--- config.mk ---
export PLATFORM = sky130hd
export DESIGN_NAME = count_monitor
export DESIGN_NICKNAME = d
export VERILOG_FILES = /design/src/rtl/count_mon_pkg.sv /design/src/rtl/count_monitor.sv
export SDC_FILE = /design/constraint.sdc
export NUM_CORES = 1
export LEC_CHECK = 0
export CAP_MARGIN = 10
export CORE_ASPECT_RATIO = 0.8
export CORE_MARGIN = 3
export CORE_UTILIZATION = 30
export CTS_CLUSTER_SIZE = 12
export DETAILED_ROUTE_END_ITERATION = 12
export MAX_ROUTING_LAYER = met4
export PLACE_DENSITY = 0.59
export SETUP_SLACK_MARGIN = 0.5
export SLEW_MARGIN = 5
export SYNTH_ARGS = -nofsm -noshare
export SYNTH_HDL_FRONTEND = slang
export SYNTH_SLANG_ARGS = --single-unit
--- constraint.sdc ---
create_clock -name clock -period 3 [get_ports clock]
set_input_delay 0.3 -clock clock [delete_from_list [all_inputs] [get_ports clock]]
set_output_delay 0.3 -clock clock [all_outputs]
set_load 0.1 [all_outputs]
--- src/rtl/count_mon_pkg.sv ---
// Shared types and helpers for the up-counter health monitor.
package count_mon_pkg;

   // Monitor tracking state
   typedef enum logic {
      TRACK,
      FAULT
   } mon_state_t;

   // Increment that stops at 2^width-1 instead of rolling over (width <= 32)
   function automatic logic [31:0] sat_inc(input logic [31:0] value,
                                           input int unsigned width);
      logic [31:0] max_val;
      max_val = (width >= 32) ? '1 : ((32'd1 << width) - 32'd1);
      return (value >= max_val) ? max_val : value + 32'd1;
   endfunction

endpackage

--- src/rtl/count_monitor.sv ---
// Passive checker beside an up-counter: keeps its own model of the count,
// flags deviations, and counts errors and model wrap-arounds.
module count_monitor
   import count_mon_pkg::*;
#(
   parameter int unsigned WIDTH = 4,
   parameter int unsigned ERR_W = 8
) (
   input  logic             clock,
   input  logic             reset,
   input  logic             enable,
   input  logic [WIDTH-1:0] count,
   input  logic             resync,
   output logic [WIDTH-1:0] expected,
   output logic             mismatch,
   output logic             fault,
   output logic [ERR_W-1:0] error_count,
   output logic             wrap_pulse,
   output logic [ERR_W-1:0] wrap_count
);

   mon_state_t       state;
   logic             cmp;
   logic             wrap_hit;
   logic [WIDTH-1:0] wrap_src;
   logic [ERR_W-1:0] err_inc;
   logic [ERR_W-1:0] wrap_inc;

   // Compare and wrap detection on pre-edge values; on resync the wrap is
   // judged on the observed count because that is what the model adopts.
   always_comb begin
      cmp      = (count != expected);
      wrap_src = resync ? count : expected;
      wrap_hit = enable && (wrap_src == '1);
      err_inc  = ERR_W'(sat_inc(32'(error_count), ERR_W));
      wrap_inc = ERR_W'(sat_inc(32'(wrap_count), ERR_W));
   end

   // Model, tracking FSM and registered status outputs
   always_ff @(posedge clock) begin
      if (reset) begin
         state       <= TRACK;
         expected    <= '0;
         mismatch    <= 1'b0;
         fault       <= 1'b0;
         error_count <= '0;
         wrap_pulse  <= 1'b0;
         wrap_count  <= '0;
      end else begin
         wrap_pulse <= wrap_hit;
         if (wrap_hit) begin
            wrap_count <= wrap_inc;
         end

         if (resync) begin
            state    <= TRACK;
            fault    <= 1'b0;
            mismatch <= 1'b0;
            expected <= count + WIDTH'(enable);
         end else begin
            expected <= expected + WIDTH'(enable);
            mismatch <= cmp;
            if (cmp) begin
               error_count <= err_inc;
            end
            case (state)
               TRACK: begin
                  if (cmp) begin
                     state <= FAULT;
                     fault <= 1'b1;
                  end
               end
               FAULT: begin
                  fault <= 1'b1;
               end
               default: begin
                  state <= TRACK;
                  fault <= 1'b0;
               end
            endcase
         end
      end
   end

endmodule
==> flow_summary.json <==
{
  "setup_viol": 0,
  "worstSetupEndpoint": "mismatch",
  "outcome": "finished, final reports clean",
  "dp_cells": 205,
  "crit_start": "mismatch",
  "cts_tree": "done",
  "dpl.hpwl_mm": 2.09,
  "fin_setup_tns_ns": 0,
  "finalClockSkew_ns": 0.00237,
  "grt_max_degree": 19,
  "yosys.area_share.simple_pct": 19.7,
  "synth_edf_count": 0,
  "die_y_um": 63.1,
  "r2r_setup_slack_ns": 1.37,
  "final_cells": 209,
  "worst_r2r_endpoint": "error_count[4]",
  "path_max_fanout": 1,
  "synth-adder-area-share_pct": 4.10,
  "track_usage_pct": 12.2,
  "fin_crit_sh_pct": 67.1,
  "relSlewSlack_pct": 35.0,
  "ys_ff_latch": 24,
  "p_per_area_nw_per_um2": 488,
  "clock_sinks": 24,
  "cts-resized-gates": 0,
  "cts_buffers": 3,
  "hold_buffers": 0,
  "avgRoutedWirePerCell_um": 13.2,
  "worstMarginPinSlew_ns": 0.971,
  "maxCapViolCount": 0,
  "r2r-start": "error_count[0]",
  "avgSynthCellArea_um2": 9.93,
  "grt_overflow": 0,
  "synth_compound_area_share_pct": 23.2,
  "grt_pass1_wl_mm": 4.70,
  "synthArstFlopShare_pct": 0,
  "initial_core_util_pct": 31.7,
  "synthFlopType": "dfxtp_1",
  "syn_area_um2": 1220,
  "synth_cell_types": 39,
  "htree_num_levels": 1,
  "yosysWarnings": 0,
  "crit_arrival_ns": 1.71,
  "viasPerCell": 5.23,
  "io_pins": 31,
  "critical_path_depth": 1,
  "first_pass_iters": 4,
  "cp.buffers_inverters": 1,
  "hold_viol": 0,
  "slowest_delay_ns": 1.13,
  "synth_xor_area_share_pct": 6.76,
  "cts_buffer_depth": 2,
  "timing.fmax_mhz": 496,
  "end_kind": "output pin",
  "multi_input_area_um2": 698,
  "cp_cell_sequence": "clkdlybuf4s50_1",
  "die-area_um2": 4880,
  "fin_crit_ns": 2.01,
  "power_switching_uw": 260,
  "synthMuxAreaShare_pct": 3.48,
  "wl_mm": 2.75,
  "ir_worst_vdd_v": 0.000327,
  "hold_class": "flop to flop",
  "seq_area_um2": 480,
  "drive_gt1_share_pct": 25.3,
  "cts.clk_slew.worst_paths_ns": 0.08,
  "cts_setup_buffers": 0,
  "area_delta_synth_final_pct": 28.8,
  "slowest_stage": "clkdlybuf4s50_1",
  "drt_iter0_markers": 80,
  "n_antenna_cell": 0,
  "rr_worst_depth": 5,
  "drc_errors": 0,
  "path_class": "flop to output pin",
  "synth_top_family_by_area": "compound AO/OA/AOI/OAI gates",
  "seqPwrFrac_pct": 45.5,
  "die_x_um": 77.3,
  "clock_latency_ns": 0.26,
  "power_frac_comb_pct": 26.0,
  "cts_root_buf": "clkbuf_8",
  "critPathLaunchType": "flop",
  "rows": 20,
  "synth_nets": 135,
  "ys_seq_area_share_pct": 39.3,
  "final_net_count": 167,
  "coreArea_um2": 3850,
  "num_vias": 1093,
  "leakagePower_uw": 0.000631,
  "routabilityCongestion": 0.887,
  "grt_pass1_vias": 1014,
  "power.internal_uw": 507,
  "netlist_instances": 123,
  "slew_viol_final": 0,
  "cpLargestDelayFamily": "buffers and inverters",
  "switching_share_pct": 33.9,
  "ant_nets": 0,
  "antenna_found_initial": 0,
  "rsz0062_at_grt": "no",
  "fill_cells": 399,
  "worstPathRequired_ns": 2.70,
  "port-buffer-count": 30,
  "clkPwrFrac_pct": 28.5
}
## sequential cells by signal, indices dropped and copies added, names as in the netlist
register and count:
error_count 8, wrap_count 8, expected 4, fault 1, mismatch 1, state 1
wrap_pulse 1
## power by group through the flow
| stage | registers, uW | clock network [uW] | logic [uW] |
|---|---|---|---|
| CTS | 349 | 227 | 201 |
| floorplan | 449 | 0 | 60.4 |
| global route | 353 | 241 | 211 |
| finish | 349 | 219 | 200 |
| global placement | 356 | 0 | 199 |
| detailed placement | 357 | 0 | 201 |
## cells in the final DEF (no fill, tap or decap), types with 3 or more instances in the layout
cell type	count
and3_1	7
a211oi_1	3
nor2_1	11
buf_4	22
dfxtp_1	24
a41oi_2	3
ha_1	4
and2_1	3
inv_1	4
a311oi_1	7
clkbuf_8	4
xnor2_2	4
nor2b_1	3
a21oi_1	11
nand4_1	3
clkdlybuf4s50_1	9
nor3_1	4
o21ai_0	3
## cells by family after synthesis
kind of cell             count (synthesis)
buffers and inverters                    8
XOR/XNOR                                 6
multiplexers                             4
AO/OA/AOI/OAI                           35
flip-flops                              24
AND/OR/NAND/NOR                         42
adder cells (fa/ha/maj)                  4
## worst register-to-register path, delay by kind of cell (launching register included)
kind                       cells  cell delay, ns
AOI/OAI and AO/OA              1            0.29
and+or+nand+nor                3            0.63
DFF                            1            0.41
adders and majority gates      1            0.21
## layout make-up
cell class                 count  area share [%]
timing repair buffer          31            16.2
sequential                    24            30.5
tap                           55            4.38
inverter                       4           0.955
clock buffer                   4            3.50
multi-input combinational     91            44.4
## per-stage QoR
step / utilization (%) / cell area (um2) / hold WS, ns / worst slack (ns) / total power [uW]
5_1_grt: 40.8 / 1570 / 0.551 / 0.932 / 805
3_5_place_dp: 39.4 / 1520 / 0.480 / 0.819 / 557
2_1_floorplan: - / 1220 / 0.441 / 0.773 / 509
4_1_cts: 40.8 / 1570 / 0.489 / 0.969 / 778
6_report: 40.8 / 1570 / 0.484 / 0.986 / 767
3_3_place_gp: 39.4 / 1520 / 0.453 / 0.884 / 555
## Yosys cell counts, drive strengths merged, types with 2 or more instances
master,number,share of area (%)
a211oi,4,2.9
a21oi,11,4.5
a311oi,7,5.0
a41oi,4,4.7
and2,3,1.5
and3,7,3.6
and3b,2,1.5
and4,2,1.4
buf,4,2.3
dfxtp,24,39
ha,4,4.1
inv,4,1.2
mux2,2,1.8
mux2i,2,1.6
nand3,2,0.82
nand4,3,1.5
nor2,11,3.4
nor2b,3,1.5
nor3,4,1.6
nor4,2,1.0
o21ai,3,1.2
xnor2,5,6.0
## per-layer routing
metal | vias to the layer above | share of wire [%] | wire length (um) | GRT usage (%)
li1 | 540 | - | - | -
met1 | 518 | 48 | 1310 | 15.6
met2 | 33 | 46 | 1280 | 18.4
met3 | 2 | 5.6 | 153 | 4.00
met4 | 0 | 0.36 | 10 | 3.11
met5 | - | 0 | 0 | -
## worst min path at each step
stage | slack [ns] | end | from | depth (start not counted)
3_5_place_dp | 0.48 | fault | state | 2
4_1_cts | 0.49 | fault | state | 2
2_1_floorplan | 0.44 | state | state | 2
3_3_place_gp | 0.45 | state | state | 2
5_1_grt | 0.55 | state | state | 2
6_report | 0.48 | fault | state | 2
No activity file was read; power rests on OpenSTA's default activity.
==> patch: new RTL, same flow settings <==
Reset style: asynchronous (`reset`), changed in one clocked block.
--- a/src/rtl/count_monitor.sv
+++ b/src/rtl/count_monitor.sv
@@ -37,7 +37,7 @@
    end
 
    // Model, tracking FSM and registered status outputs
-   always_ff @(posedge clock) begin
+   always_ff @(posedge clock or posedge reset) begin
       if (reset) begin
          state       <= TRACK;
          expected    <= '0;
Formal check against the unedited RTL: differs if reset is asserted again (counterexample within 4 cycles, from zero or initial values and one cycle with reset high); with reset held inactive, the same outputs for 10 cycles.
==> patch against the unedited design <==
  * Sequential cell count unchanged
  * Critical path depth increased by 4
  * Die area is 0.47% higher
  * Routed wire length fell by 8.8%
  * Cell area shrank 1.1%
  * Worst setup slack worse by 26 ps
  * Via count is 13% lower
  * Area after synthesis rose by 0.51%
  * Sequential share of layout area rose by 8.1 points
  * Critical path type is now primary input to register
  * Largest cell class is now registers
Power is not shown: default switching activity piles up to over one toggle a cycle in this logic, so the estimate is an artifact.
==> patch: results (changes against the unedited design) <==
| Metric | Value |
|---|---|
| Result of the run | `complete, no violations (unchanged)` |
| Distinct cell type count of the synthesized netlist | `30 (was 39)` |
| Sequential cell area fraction in the yosys report | `0.489 (was 0.393)` |
| Worst Tran Pin Value | `985 ps (was 971 ps)` |
| Arrival time of the worst setup path | `2190 ps (was 1710 ps)` |
| Maximum number of pins on one net before global-route repair | `25 (was 19)` |
| Layout net count | `152 (was 167)` |
| Multi-In Gates | `78 (was 91)` |
| Vias in the first global route | `915 (was 1,014)` |
| Share of the synthesized area in compound gates (AO/OA/AOI/OAI) | `0.0917 (was 0.232)` |
| Sum of routed wire length over all layers | `2510 µm (was 2750 µm)` |
| Area overhead of the layout relative to synthesis | `26.7% (was 28.8%)` |
| Share of synthesized area spent on multiplexers | `0.107 (was 0.0348)` |
| Reg area | `601 µm² (was 480 µm²)` |
| Cts repair resizes | `0 (unchanged)` |
| Placement Cell Area | `1510 µm² (was 1520 µm²)` |
| Drt first-iter violations | `35 (was 80)` |
| Gp weighted congestion | `0.749 (was 0.887)` |
| Non-clock buffer instance count of the final layout | `30 (was 31)` |
| Detailed-route via count | `956 (was 1,093)` |
| Clock-pin slew on the worst setup and hold paths | `80 ps (about the same)` |
| Most instantiated cells after synthesis | `24 x dfrtp_1, 9 x nand4_1, 7 x mux2_2 (was 24 x dfxtp_1, 11 x a21oi_1, 11 x nor2_1)` |
| Count of non-CTS inverters in the layout | `3 (was 4)` |
| CTS H-tree depth | `1 (unchanged)` |
| Proportion of register bits with asynchronous set or reset after synthesis | `1.00 (was 0)` |
| Non-clock buffer share | `0.159 (was 0.162)` |
| Ranking of synthesized cells by area | `dfrtp_1 49%, mux2_2 6.4%, nand4_1 4.6%, xnor2_1 4.3%, ha_1 4.1% (was dfxtp_1 39%, xnor2_2 5.3%, a311oi_1 5.0%, a21oi_1 4.5%, ha_1 4.1%)` |
| Post-Syn Nets | `120 (was 135)` |
| Share of cells above drive strength 1 | `0.254 (was 0.253)` |
| HPWL reported at the end of detailed placement | `1830 µm (was 2090 µm)` |
| Slowest stage delay, CP | `630 ps (was 1130 ps)` |
| Clock skew | `4.28 ps (was 2.37 ps)` |
| Adder and majority cell fraction of the synthesized area | `0.0408 (was 0.0410)` |
| Overall track demand over capacity in global routing | `0.112 (was 0.122)` |
| Clock-cell share | `0.0265 (was 0.0350)` |
| Number of warnings issued by yosys | `0 (unchanged)` |
| Combined area of the multi-input logic cells | `586 µm² (was 698 µm²)` |
| Maximum fanout count along the critical path | `11 (was 1)` |
| Wire length of the first global-routing pass | `4420 µm (was 4700 µm)` |
| Number of inserted filler cells in the final layout | `400 (was 399)` |
| Fraction of synthesized cell area in xor and xnor cells | `0.0428 (was 0.0676)` |
## patch: through the flow
stage | setup WS, ps | instances
floorplan | 855 | 108
global placement | 743 | 190
detailed placement | 707 | 190
CTS | 962 | 193
global route | 798 | 193
finish | 960 | 193
## patch: routing by layer
layer / track usage / wire length (µm) / vias up
li1: - / - / 469
met1: 0.157 / 1250 / 470
met2: 0.166 / 1160 / 17
met3: 0.0143 / 97 / 0
met4: 0.0400 / 0 / 0
met5: - / 0 / -
## patch: worst paths after layout
check                                      start                         end  slack [ps]  cells past startpoint
setup reg to reg           expected[2]$_DFF_PP0_  error_count[4]$_DFFE_PP0P_        1260                      4
max in group asynchronous                  reset  error_count[4]$_DFFE_PP0P_        1880                      2
setup / recovery                          resync   wrap_count[3]$_DFFE_PP0P_         960                      5
hold / removal                   state$_DFF_PP0_             state$_DFF_PP0_         510                      2
min in group asynchronous                  reset           fault$_DFFE_PP0P_         550                      2
hold reg to reg                  state$_DFF_PP0_             state$_DFF_PP0_         510                      2
